File: src/rtl/shift_pkg.sv
// Shared encodings, state type and width constants for the iterative shifter.
package shift_pkg;

  localparam int DATA_W  = 32;
  localparam int SHAMT_W = 5;
  localparam int STAGE_W = 3;

  localparam logic [1:0] OP_SLL = 2'b00;
  localparam logic [1:0] OP_SRA = 2'b01;
  localparam logic [1:0] OP_SRL = 2'b10;

  typedef enum logic [1:0] {
    IDLE  = 2'd0,
    SHIFT = 2'd1,
    DONE  = 2'd2
  } state_t;

endpackage

File: src/rtl/shift_stage_mux.sv
// Single power-of-two shift stage: shifts acc by 2^k per op (op 2'b11 behaves as SRA).
module shift_stage_mux
  import shift_pkg::*;
(
  input  logic [DATA_W-1:0]  acc,
  input  logic [1:0]         op,
  input  logic [STAGE_W-1:0] k,
  output logic [DATA_W-1:0]  shifted
);

  logic [SHAMT_W-1:0] amt;

  always_comb begin
    amt = SHAMT_W'(1) << k;
    case (op)
      OP_SLL:  shifted = acc << amt;
      OP_SRL:  shifted = acc >> amt;
      default: shifted = DATA_W'($signed(acc) >>> amt);
    endcase
  end

endmodule

File: src/rtl/shift_seq.sv
// Iterative 32-bit SLL/SRA/SRL: one power-of-two stage per clock for each set shamt bit.
// Define SHIFT_SEQ_FAST_EN to compute the whole shift in the accepting cycle instead.
module shift_seq
  import shift_pkg::*;
(
  input  logic               clock,
  input  logic               reset,
  input  logic               start,
  input  logic [1:0]         op,
  input  logic [SHAMT_W-1:0] shamt,
  input  logic [DATA_W-1:0]  data_in,
  output logic               ready,
  output logic               busy,
  output logic               done,
  output logic [DATA_W-1:0]  data_out
);

  state_t             state, state_nx;
  logic [DATA_W-1:0]  acc, acc_nx, data_out_nx, stage_out;
  logic [SHAMT_W-1:0] rem, rem_nx;
  logic [1:0]         op_q, op_nx;
  logic [STAGE_W-1:0] k;

  // Highest set bit of rem wins, so stages run largest first.
  always_comb begin
    k = '0;
    for (int i = 0; i < SHAMT_W; i++) begin
      if (rem[i]) k = STAGE_W'(i);
    end
  end

  shift_stage_mux u_stage (
    .acc     (acc),
    .op      (op_q),
    .k       (k),
    .shifted (stage_out)
  );

`ifdef SHIFT_SEQ_FAST_EN
  logic [DATA_W-1:0] fast_chain [SHAMT_W+1];

  assign fast_chain[0] = data_in;

  for (genvar g = 0; g < SHAMT_W; g++) begin : g_fast
    localparam int STAGE = SHAMT_W - 1 - g;
    logic [DATA_W-1:0] shifted;

    shift_stage_mux u_fast_stage (
      .acc     (fast_chain[g]),
      .op      (op),
      .k       (STAGE_W'(STAGE)),
      .shifted (shifted)
    );

    assign fast_chain[g+1] = shamt[STAGE] ? shifted : fast_chain[g];
  end
`endif

  always_comb begin
    // NOTE: every always_comb output gets a default first so no path can infer a latch.
    state_nx    = state;
    acc_nx      = acc;
    rem_nx      = rem;
    op_nx       = op_q;
    data_out_nx = data_out;

    case (state)
      IDLE: begin
        if (start) begin
          op_nx = op;
`ifdef SHIFT_SEQ_FAST_EN
          acc_nx      = fast_chain[SHAMT_W];
          rem_nx      = '0;
          data_out_nx = fast_chain[SHAMT_W];
          state_nx    = DONE;
`else
          acc_nx = data_in;
          rem_nx = shamt;
          if (shamt == '0) begin
            data_out_nx = data_in;
            state_nx    = DONE;
          end else begin
            state_nx = SHIFT;
          end
`endif
        end
      end
      SHIFT: begin
        acc_nx = stage_out;
        rem_nx = rem & ~(SHAMT_W'(1) << k);
        if (rem_nx == '0) begin
          data_out_nx = stage_out;
          state_nx    = DONE;
        end
      end
      DONE:    state_nx = IDLE;
      default: state_nx = IDLE;
    endcase
  end

  always_ff @(posedge clock) begin
    if (!reset) begin
      // NOTE: datapath registers are reset too, so an aborted op leaves data_out at zero.
      state    <= IDLE;
      acc      <= '0;
      rem      <= '0;
      op_q     <= '0;
      data_out <= '0;
    end else begin
      // NOTE: non-blocking assignments keep every register update on the same edge.
      state    <= state_nx;
      acc      <= acc_nx;
      rem      <= rem_nx;
      op_q     <= op_nx;
      data_out <= data_out_nx;
    end
  end

  assign ready = (state == IDLE);
  assign busy  = (state == SHIFT) || (state == DONE);
  assign done  = (state == DONE);

endmodule

File: config.mk
export PLATFORM = sky130hd
export DESIGN_NAME = shift_seq
export DESIGN_NICKNAME = d
export VERILOG_FILES = /design/src/rtl/shift_pkg.sv /design/src/rtl/shift_stage_mux.sv /design/src/rtl/shift_seq.sv
export SDC_FILE = /design/constraint.sdc
export NUM_CORES = 1
export LEC_CHECK = 0
export CAP_MARGIN = 5
export CORE_UTILIZATION = 51
export DETAILED_ROUTE_END_ITERATION = 12
export PLACE_DENSITY = 0.78
export SYNTH_ARGS = -nofsm -noshare
export SYNTH_HDL_FRONTEND = slang
export SYNTH_SLANG_ARGS = --single-unit
File: constraint.sdc
create_clock -name clock -period 1.8 [get_ports clock]
set_input_delay 0.36 -clock clock [delete_from_list [all_inputs] [get_ports clock]]
set_output_delay 0.36 -clock clock [all_outputs]
set_load 0.01 [all_outputs]
==> summary.md, run 1 <==
| Metric | Value |
|---|---|
| Async SR Flop Fraction | `0` |
| Detail Placement HPWL | `21000 um` |
| Cells after synthesis | `784` |
| Cts hold-fix bufs | `0` |
| Synth top area cells | `dfxtp_1 26%, o21ai_0 7.9%, a21oi_1 5.4%, nor2_1 4.1%, nand3_1 3.6%` |
| Largest area contributor in the netlist | `dfxtp_1` |
| First error | `[ERROR GRT-0232] Routing congestion too high. Check the congestion heatmap in the GUI.` |
| Root Driver | `clkbuf_8` |
| Synth cell types | `78` |
| Ys Warns | `0` |
| Worst endpoint left by the global-route repair_timing run | `data_out[11]$_SDFFE_PN0P_/D` |
| H-tree depth | `3` |
| Total congestion overflow | `176` |
| #FFs+latches synth | `73` |
| Share of the synthesized area in the top cell type | `0.259` |
| Synth Area per Inst | `7.21 sq um` |
| Row count | `38` |
| Port bufs | `76` |
| CTS sink cnt | `73` |
| Halt Stage | `5_1_grt` |
| Gr usage total | `0.824` |
| Mapped Area | `5650 sq um` |
| Placed instance area | `7700 sq um` |
| CTS buffer count | `9` |
| Initial Util | `0.521` |
| EDFF count, synth | `0` |
| I/O pin count | `77` |
| Die height | `107 um` |
| Syn_nets | `829` |
| Outcome | `aborted with a tool error` |
| GPL Wtd Cong | `1.16` |
| Top_reg_cell synth | `dfxtp_1` |
| Pin count of the biggest net entering global routing | `76` |
| Sequential area share after synthesis | `0.259` |
| Die width | `107 um` |
| Clk buf depth | `2` |
| Worst endpoint type | `register data pin` |
==> layer usage <==
metal | track usage | GRT overflow
met5 | 0.381 | 0
met4 | 0.846 | 59
met3 | 0.614 | 1
met2 | 1.01 | 114
met1 | 0.831 | 2
==> logic make-up after synthesis <==
kind of cell / count (synthesis) / share of synthesized area
AO/OA/AOI/OAI: 320 / 0.375
adder cells (fa/ha/maj): 3 / 0.00664
buffers and inverters: 112 / 0.0870
flip-flops: 73 / 0.259
multiplexers: 21 / 0.0379
AND/OR/NAND/NOR: 255 / 0.234
==> timing repair <==
action	4_1_cts
endpoints found under the hold margin	0
pin swaps	87
buffers inserted	49
setup endpoints to repair	73
gates resized for setup	250
cloned	7
==> Yosys cell counts (4+ instances only) <==
| master | n |
|---|---|
| o22ai_1 | 12 |
| and3_1 | 8 |
| buf_1 | 6 |
| or2_2 | 6 |
| nor3b_1 | 6 |
| a22oi_1 | 7 |
| o221ai_1 | 12 |
| nand3_1 | 41 |
| o21ai_0 | 89 |
| or4b_1 | 4 |
| nand2_1 | 53 |
| a32o_1 | 4 |
| nor2_1 | 61 |
| o211ai_1 | 17 |
| a311oi_1 | 6 |
| buf_2 | 40 |
| nor2b_1 | 14 |
| mux2i_1 | 18 |
| nand2b_1 | 16 |
| nor3_1 | 15 |
| dfxtp_1 | 73 |
| inv_1 | 8 |
| a21oi_1 | 61 |
| o31ai_1 | 15 |
| a221oi_1 | 10 |
| a31oi_1 | 12 |
| clkbuf_1 | 49 |
| a31o_2 | 4 |
| a211oi_1 | 20 |
| a21o_1 | 6 |
| o211a_1 | 5 |
==> metrics by stage <==
stage	worst slack [ns]	cells
3_3_place_gp	-0.507	1085
3_5_place_dp	-0.545	1085
2_1_floorplan	0.000463	784
4_1_cts	-0.246	1152
==> inputs of run 2 (changes only) <==
--- a/config.mk
+++ b/config.mk
@@ -6,9 +6,9 @@
 export NUM_CORES = 1
 export LEC_CHECK = 0
 export CAP_MARGIN = 5
-export CORE_UTILIZATION = 51
+export CORE_UTILIZATION = 40
 export DETAILED_ROUTE_END_ITERATION = 12
-export PLACE_DENSITY = 0.78
+export PLACE_DENSITY_LB_ADDON = 0.15
 export SYNTH_ARGS = -nofsm -noshare
 export SYNTH_HDL_FRONTEND = slang
 export SYNTH_SLANG_ARGS = --single-unit
==> constraint.sdc (replaced) <==
create_clock -name clock -period 2.34 [get_ports clock]
set_input_delay 0.468 -clock clock [delete_from_list [all_inputs] [get_ports clock]]
set_output_delay 0.468 -clock clock [all_outputs]
set_load 0.01 [all_outputs]
==> summary.md, run 2 <==
| Metric | Value |
|---|---|
| Outcome | `completed` |
| WL final | `27900 um` |
| Share of the synthesized area in the top cell type | `0.259 (unchanged)` |
| Delay-heaviest family, CP | `compound AO/OA/AOI/OAI gates` |
| Cell with the most instances after synthesis | `o21ai_0` |
| Critical path fanouts, max | `8` |
| Total congestion overflow | `0` |
| Number of global-route vias before repair | `6522` |
| Hold Path Origin | `data_out[23]` |
| Worst-skew pair later-pin latency | `0.35 ns` |
| Share of layout cells above drive strength 1 | `0.182` |
| Detail Route Antenna Nets | `0` |
| Flop2flop setup slack | `0.02 ns` |
| Mapped Area | `5650 sq um (unchanged)` |
| Switching share of total power | `0.377` |
| Final setup viols | `0` |
| Via-to-Cell Ratio | `6.75` |
| Data arrival time of the worst path | `2.54 ns` |
| Pint | `0.00341 W` |
| CP Capture Type | `register` |
| Clk buf depth | `2 (unchanged)` |
| Hold depth | `2` |
| Biggest regs | `acc: 32 flops, data_out: 32 flops, rem: 5 flops` |
| Slowest CP cell | `a2111oi_1` |
| CTS sink cnt | `73 (unchanged)` |
| Setup TNS | `0 ns` |
| Fin crit period | `2.32 ns` |
| NetSw | `0.00207 W` |
| Crit path buf inv count | `2` |
| CTS buffer count | `9 (unchanged)` |
| Dpl cells | `1045 (-3.7%)` |
| H-tree depth | `3 (unchanged)` |
| Syn_nets | `829 (unchanged)` |
| Port bufs | `76 (unchanged)` |
| Gr usage total | `0.384` |
| Core ar. | `13800 sq um` |
| First-pass GRT wire length | `41300 um` |
| Detail Placement HPWL | `20200 um (-3.9%)` |
| CP Launch Type | `register` |
| Nets@finish | `921` |
| Cts hold-fix bufs | `0 (unchanged)` |
| Max-slew violation count | `0` |
| Pin count of the biggest net entering global routing | `76` |
| Worst r2r dst | `data_out[5]` |
| Via count | `7159` |
| Synth top area cells | `dfxtp_1 26%, o21ai_0 7.9%, a21oi_1 5.4%, nor2_1 4.1%, nand3_1 3.6%` |
| Sequential Power Share | `0.295` |
| Static leakage | `2.75 nW` |
| Ys Warns | `0 (unchanged)` |
| Relative slew slack | `0.466` |
| GPL Wtd Cong | `1.04 (-10%)` |
| Initial Util | `0.409 (-0.113)` |
| Largest stage delay, worst path | `0.51 ns` |
| CTS tree | `yes` |
| Hold Fails Final Rpt | `0` |
| First-pass DRT Iterations | `7` |
| Die width | `121 um (+13%)` |
| Tcrit/Tclk final | `0.991` |
| Sequential area share after synthesis | `0.259 (unchanged)` |
| Postcts setup bufs | `0 (-100%)` |
| Area grow syn2layout | `32.2%` |
| Synth Area per Inst | `7.21 sq um (unchanged)` |
| Drc violations | `0` |
| Top_reg_cell synth | `dfxtp_1` |
| Register-to-Register Path Depth | `7` |
| Share of power burned in combinational logic | `0.392` |
| Worst R2R Start | `rem[3]` |
| Crit Path Category | `register to register` |
| Slew at the pin with the worst max-slew slack | `0.800 ns` |
| Final non-filler cell total | `1060` |
| Die height | `121 um (+13%)` |
| DRT iter0 DRCs | `1258` |
| Clk pin slew, worst setup/hold paths | `0.06 ns` |
| Max-cap violations | `0` |
| Commonest non-fill, non-tap cells in the layout | `97 x buf_4, 89 x o21ai_0, 75 x clkdlybuf4s50_1` |
| Cells after synthesis | `784 (unchanged)` |
| Row count | `43 (+13%)` |
| Clock power frac | `0.312` |
| Worst Hold Class | `register to register` |
| Worst EP required | `2.56 ns` |
| Full die area | `14600 sq um` |
| Synth cell types | `78 (unchanged)` |
| Total power | `0.00547 W` |
| EDFF count, synth | `0 (unchanged)` |
| I/O pin count | `77 (unchanged)` |
| Most common cell after layout, fill and taps aside | `buf_4` |
| Clk_skew | `0.00763 ns` |
| #FFs+latches synth | `73 (unchanged)` |
| Async SR Flop Fraction | `0 (unchanged)` |
| WHS Endpoint | `data_out[23]` |
| PwrDens | `732 nW/um^2` |
| Most frequent cells after synthesis | `89 x o21ai_0, 73 x dfxtp_1, 61 x a21oi_1, 61 x nor2_1, 53 x nand2_1` |
| Crit-path cells | `buf_12 -> or2_2 -> a2111oi_1 -> buf_4 -> o31ai_1 -> a2bb2oi_1 -> o21ai_0` |
| Initial antenna violation count | `0` |
| Largest area contributor in the netlist | `dfxtp_1` |
| Peak supply drop | `0.000365 V` |
| Max Fclk | `431 MHz` |
| Diode count | `0` |
| Root Driver | `clkbuf_16` |
| Routed WL per cell | `26.3 um` |
| WP depth | `7` |
run 2: cell counts after synthesis:
No cell type changed its count.
run 2: power groups by stage:
| stage | clock, W | combinational, W | sequential (W) |
|---|---|---|---|
| after floorplan | 0 | 0.00119 | 0.00148 |
| after global placement | 0 | 0.00206 | 0.00163 |
| after detailed placement | 0 | 0.00205 | 0.00162 |
| after CTS | 0.00172 | 0.00206 | 0.00160 |
| after global routing | 0.00176 | 0.00225 | 0.00162 |
| final | 0.00171 | 0.00215 | 0.00162 |
run 2: worst reg2reg max path: cells and delay by family, from the launching register on:
family | cells | cell delay (ns)
AOI/OAI and AO/OA | 4 | 1.08
buffers and inverters | 2 | 0.37
and+or+nand+nor | 1 | 0.37
DFF | 1 | 0.36
run 2: final cells by class:
type	instances	area [sq um]
Clock buffer	10	229
Clock inverter	5	129
Fill cell	1320	6350
Inverter	11	41.3
Multi-Input combinational cell	599	3720
Sequential cell	73	1470
Tap cell	180	225
Timing Repair Buffer	182	1660
run 2: cells by family (layout without fill, tap and decap cells):
| logic type | after synthesis | in the layout | synth area share |
|---|---|---|---|
| adders and majority gates | 3 | 3 | 0.00664 |
| muxes | 21 | 21 | 0.0379 |
| buffers and inverters | 112 | 208 | 0.0870 |
| and+or+nand+nor | 255 | 255 | 0.234 |
| DFF | 73 | 73 | 0.259 |
| AOI/OAI and AO/OA | 320 | 320 | 0.375 |
run 2: how the worst max path moves through the flow:
stage	to	startpoint	slack (ns)
2_1_floorplan	acc[25]	state[1]	0.47
3_3_place_gp	data_out[19]	shamt[2]	0.01
3_5_place_dp	data_out[19]	shamt[2]	0.001
4_1_cts	data_out[9]	rem[2]	0.05
5_1_grt	data_out[5]	rem[3]	-0.01
6_report	data_out[5]	rem[3]	0.02
run 2: timing repair:
item                                    in CTS  in global routing
hold endpoints to repair                     0                  0
endpoints found under the setup margin       0                  8
resized for setup                            0                  3
run 2: per-layer routing:
layer,vias to the layer above,global-route usage,share of wire
li1,3139,-,-
met1,3375,0.515,0.41
met2,522,0.570,0.43
met3,123,0.103,0.12
met4,0,0.178,0.048
met5,-,0,0
run 2: per-stage QoR:
step           utilization  hold WS (ns)  cell area [sq um]  setup slack (ns)
3_3_place_gp         0.514         0.457               7110            0.0120
5_1_grt              0.540         0.503               7470           -0.0115
3_5_place_dp         0.514         0.463               7110          0.000987
2_1_floorplan            -         0.471               5650             0.466
6_report             0.540         0.472               7470            0.0211
4_1_cts              0.540         0.477               7460            0.0491
Note: power is estimated with default switching activity, not from simulation.
==> inputs of run 3 (changes only) <==
--- a/config.mk
+++ b/config.mk
@@ -6,6 +6,7 @@
 export NUM_CORES = 1
 export LEC_CHECK = 0
 export CAP_MARGIN = 5
+export CORE_ASPECT_RATIO = 0.6
 export CORE_UTILIZATION = 40
 export DETAILED_ROUTE_END_ITERATION = 12
 export PLACE_DENSITY_LB_ADDON = 0.15
==> summary.md, run 3 (synthesis results as in run 2) <==
| Metric | Value |
|---|---|
| Fin crit period | `2.27 ns (-0.0502 ns)` |
| Outcome | `completed` |
| CTS sink cnt | `73 (unchanged)` |
| Static leakage | `2.73 nW (-1.0%)` |
| Commonest non-fill, non-tap cells in the layout | `91 x buf_4, 88 x o21ai_0, 75 x clkdlybuf4s50_1` |
| Delay-heaviest family, CP | `compound AO/OA/AOI/OAI gates` |
| First-pass DRT Iterations | `5 (-2)` |
| Via-to-Cell Ratio | `6.74 (-0.16%)` |
| Diode count | `0 (unchanged)` |
| Critical path fanouts, max | `18 (+10)` |
| Clk pin slew, worst setup/hold paths | `0.07 ns (about the same)` |
| CP Launch Type | `register` |
| Slowest CP cell | `or3_1` |
| DRT iter0 DRCs | `995 (-21%)` |
| I/O pin count | `77 (unchanged)` |
| CTS buffer count | `9 (unchanged)` |
| Postcts setup bufs | `0 (unchanged)` |
| WHS Endpoint | `data_out[30]` |
| Peak supply drop | `0.000296 V (-19%)` |
| Largest stage delay, worst path | `0.51 ns (about the same)` |
| Share of power burned in combinational logic | `0.411 (+0.019)` |
| Hold Path Origin | `data_out[30]` |
| Data arrival time of the worst path | `2.49 ns (-0.05 ns)` |
| RSZ-0062 raised after global routing | `false` |
| Initial antenna violation count | `1 (+1)` |
| Flop2flop setup slack | `0.07 ns (+0.05 ns)` |
| Pre-CTS setup slack | `-0.0909 ns (-0.0919 ns)` |
| Register-to-Register Path Depth | `7 (unchanged)` |
| Setup slack after layout | `0.0713 ns (+0.0502 ns)` |
| NetSw | `0.00215 W (+4.3%)` |
| Initial Util | `0.412 (+0.00354)` |
| Clk buf depth | `2 (unchanged)` |
| Crit Path Category | `register to register` |
| CTS tree | `yes` |
| Core ar. | `13700 sq um (-0.86%)` |
| Total congestion overflow | `0 (unchanged)` |
| H-tree depth | `3 (unchanged)` |
| Biggest regs | `acc: 32 flops, data_out: 32 flops, rem: 5 flops` |
| Final setup viols | `0 (unchanged)` |
| Routed WL per cell | `26.3 um (-0.12%)` |
| Sequential Power Share | `0.321 (+0.026)` |
| Final core utilization | `0.544 (+0.00387)` |
| Detail Placement HPWL | `20700 um (+2.2%)` |
| Gr usage total | `0.389 (+0.00492)` |
| Crit path buf inv count | `2 (unchanged)` |
| Tcrit/Tclk final | `0.970 (-0.0215)` |
| Clock power frac | `0.268 (-0.044)` |
| Detail Route Antenna Nets | `0 (unchanged)` |
| GPL Wtd Cong | `1.07 (+3.3%)` |
| Worst Hold Class | `register to register` |
| Crit-path cells | `buf_4 -> or3_1 -> o2111ai_1 -> o21ai_0 -> a221oi_2 -> buf_4 -> a21oi_1` |
| Slew at the pin with the worst max-slew slack | `0.687 ns (-0.114 ns)` |
| Filler cells | `1337 (+1.3%)` |
| Die height | `94.1 um (-22%)` |
| Port bufs | `76 (unchanged)` |
| Switching share of total power | `0.417 (+0.0394)` |
| Worst EP required | `2.56 ns (about the same)` |
| Area grow syn2layout | `32.0%` |
| Max-slew violation count | `0 (unchanged)` |
| PwrDens | `693 nW/um^2 (-5.4%)` |
| Most common cell after layout, fill and taps aside | `buf_4` |
| Hold Fails Final Rpt | `0 (unchanged)` |
| Relative slew slack | `0.542 (+0.0752)` |
| Worst-skew pair later-pin latency | `0.35 ns (about the same)` |
| Most frequent CP cell | `buf_4` |
| Row count | `33 (-23%)` |
| Drc violations | `0 (unchanged)` |
| Pin count of the biggest net entering global routing | `76 (unchanged)` |
| WL final | `28200 um (+0.92%)` |
| Hold depth | `2 (unchanged)` |
| Max-cap violations | `0 (unchanged)` |
| Number of global-route vias before repair | `6647 (+1.9%)` |
| Cts hold-fix bufs | `0 (unchanged)` |
| Die width | `155 um (+29%)` |
| Nets@finish | `919 (-0.22%)` |
| Share of layout cells above drive strength 1 | `0.183 (+0.00134)` |
| Pint | `0.00302 W (-12%)` |
| Full die area | `14600 sq um (+0.11%)` |
| Resized Gates After CTS | `0 (unchanged)` |
| First-pass GRT wire length | `41800 um (+1.1%)` |
| Worst R2R Start | `rem[2]` |
| Clk_skew | `0.0134 ns (+0.00576 ns)` |
| Worst r2r dst | `acc[12]` |
| CP Capture Type | `register` |
| Via count | `7222 (+0.88%)` |
| Max Fclk | `441 MHz (+2.2%)` |
| Root Driver | `clkbuf_16` |
## run 3: routing by layer
layer	up-vias	GRT usage	share of wire
met5	-	0	0
met2	557	0.536	0.39
met3	84	0.143	0.14
li1	3142	-	-
met1	3439	0.541	0.44
met4	0	0.150	0.036
## run 3: worst max-delay path by stage
stage                  start      endpoint  slack (ns)  cells past startpoint
finish                rem[2]       acc[12]        0.07                      7
floorplan           state[1]       acc[25]        0.47                      8
global placement    shamt[2]  data_out[19]       -0.05                      7
detailed placement  shamt[2]   data_out[4]       -0.09                      7
CTS                   rem[2]       acc[12]       0.005                      7
global route          rem[3]   data_out[5]       0.006                      7
## run 3: worst reg2reg max path, cell delays in order (launching register included)
cell and delay [ns]:
dfxtp_4 0.42, buf_4 0.18, or3_1 0.51, o2111ai_1 0.24
o21ai_0 0.24, a221oi_2 0.32, buf_4 0.18, a21oi_1 0.06
## run 3: final cells by class
| cell class | count | area, sq um | area share |
|---|---|---|---|
| multi-input combinational | 599 | 3730 | 0.500 |
| timing repair buffer | 180 | 1700 | 0.228 |
| sequential | 73 | 1470 | 0.197 |
| tap | 192 | 240 | 0.0322 |
| clock buffer | 10 | 239 | 0.0320 |
| clock inverter | 6 | 42.5 | 0.00570 |
| inverter | 11 | 41.3 | 0.00553 |
## run 3: power groups by stage
stage / logic (W) / clock network [W] / registers, W
final: 0.00212 / 0.00139 / 0.00166
after global routing: 0.00222 / 0.00144 / 0.00166
after CTS: 0.00203 / 0.00139 / 0.00164
after detailed placement: 0.00202 / 0 / 0.00166
after global placement: 0.00202 / 0 / 0.00167
after floorplan: 0.00119 / 0 / 0.00148
## run 3: stage by stage
step,cell area (sq um),hold WS (ns),power [W],TNS (ns),instances
floorplan,5650,0.471,0.00267,0,784
global placement,7160,0.457,0.00368,-0.0652,1055
detailed placement,7160,0.467,0.00368,-0.606,1055
CTS,7440,0.478,0.00505,0,1071
global route,7460,0.502,0.00533,0,1071
finish,7460,0.474,0.00517,0,1071
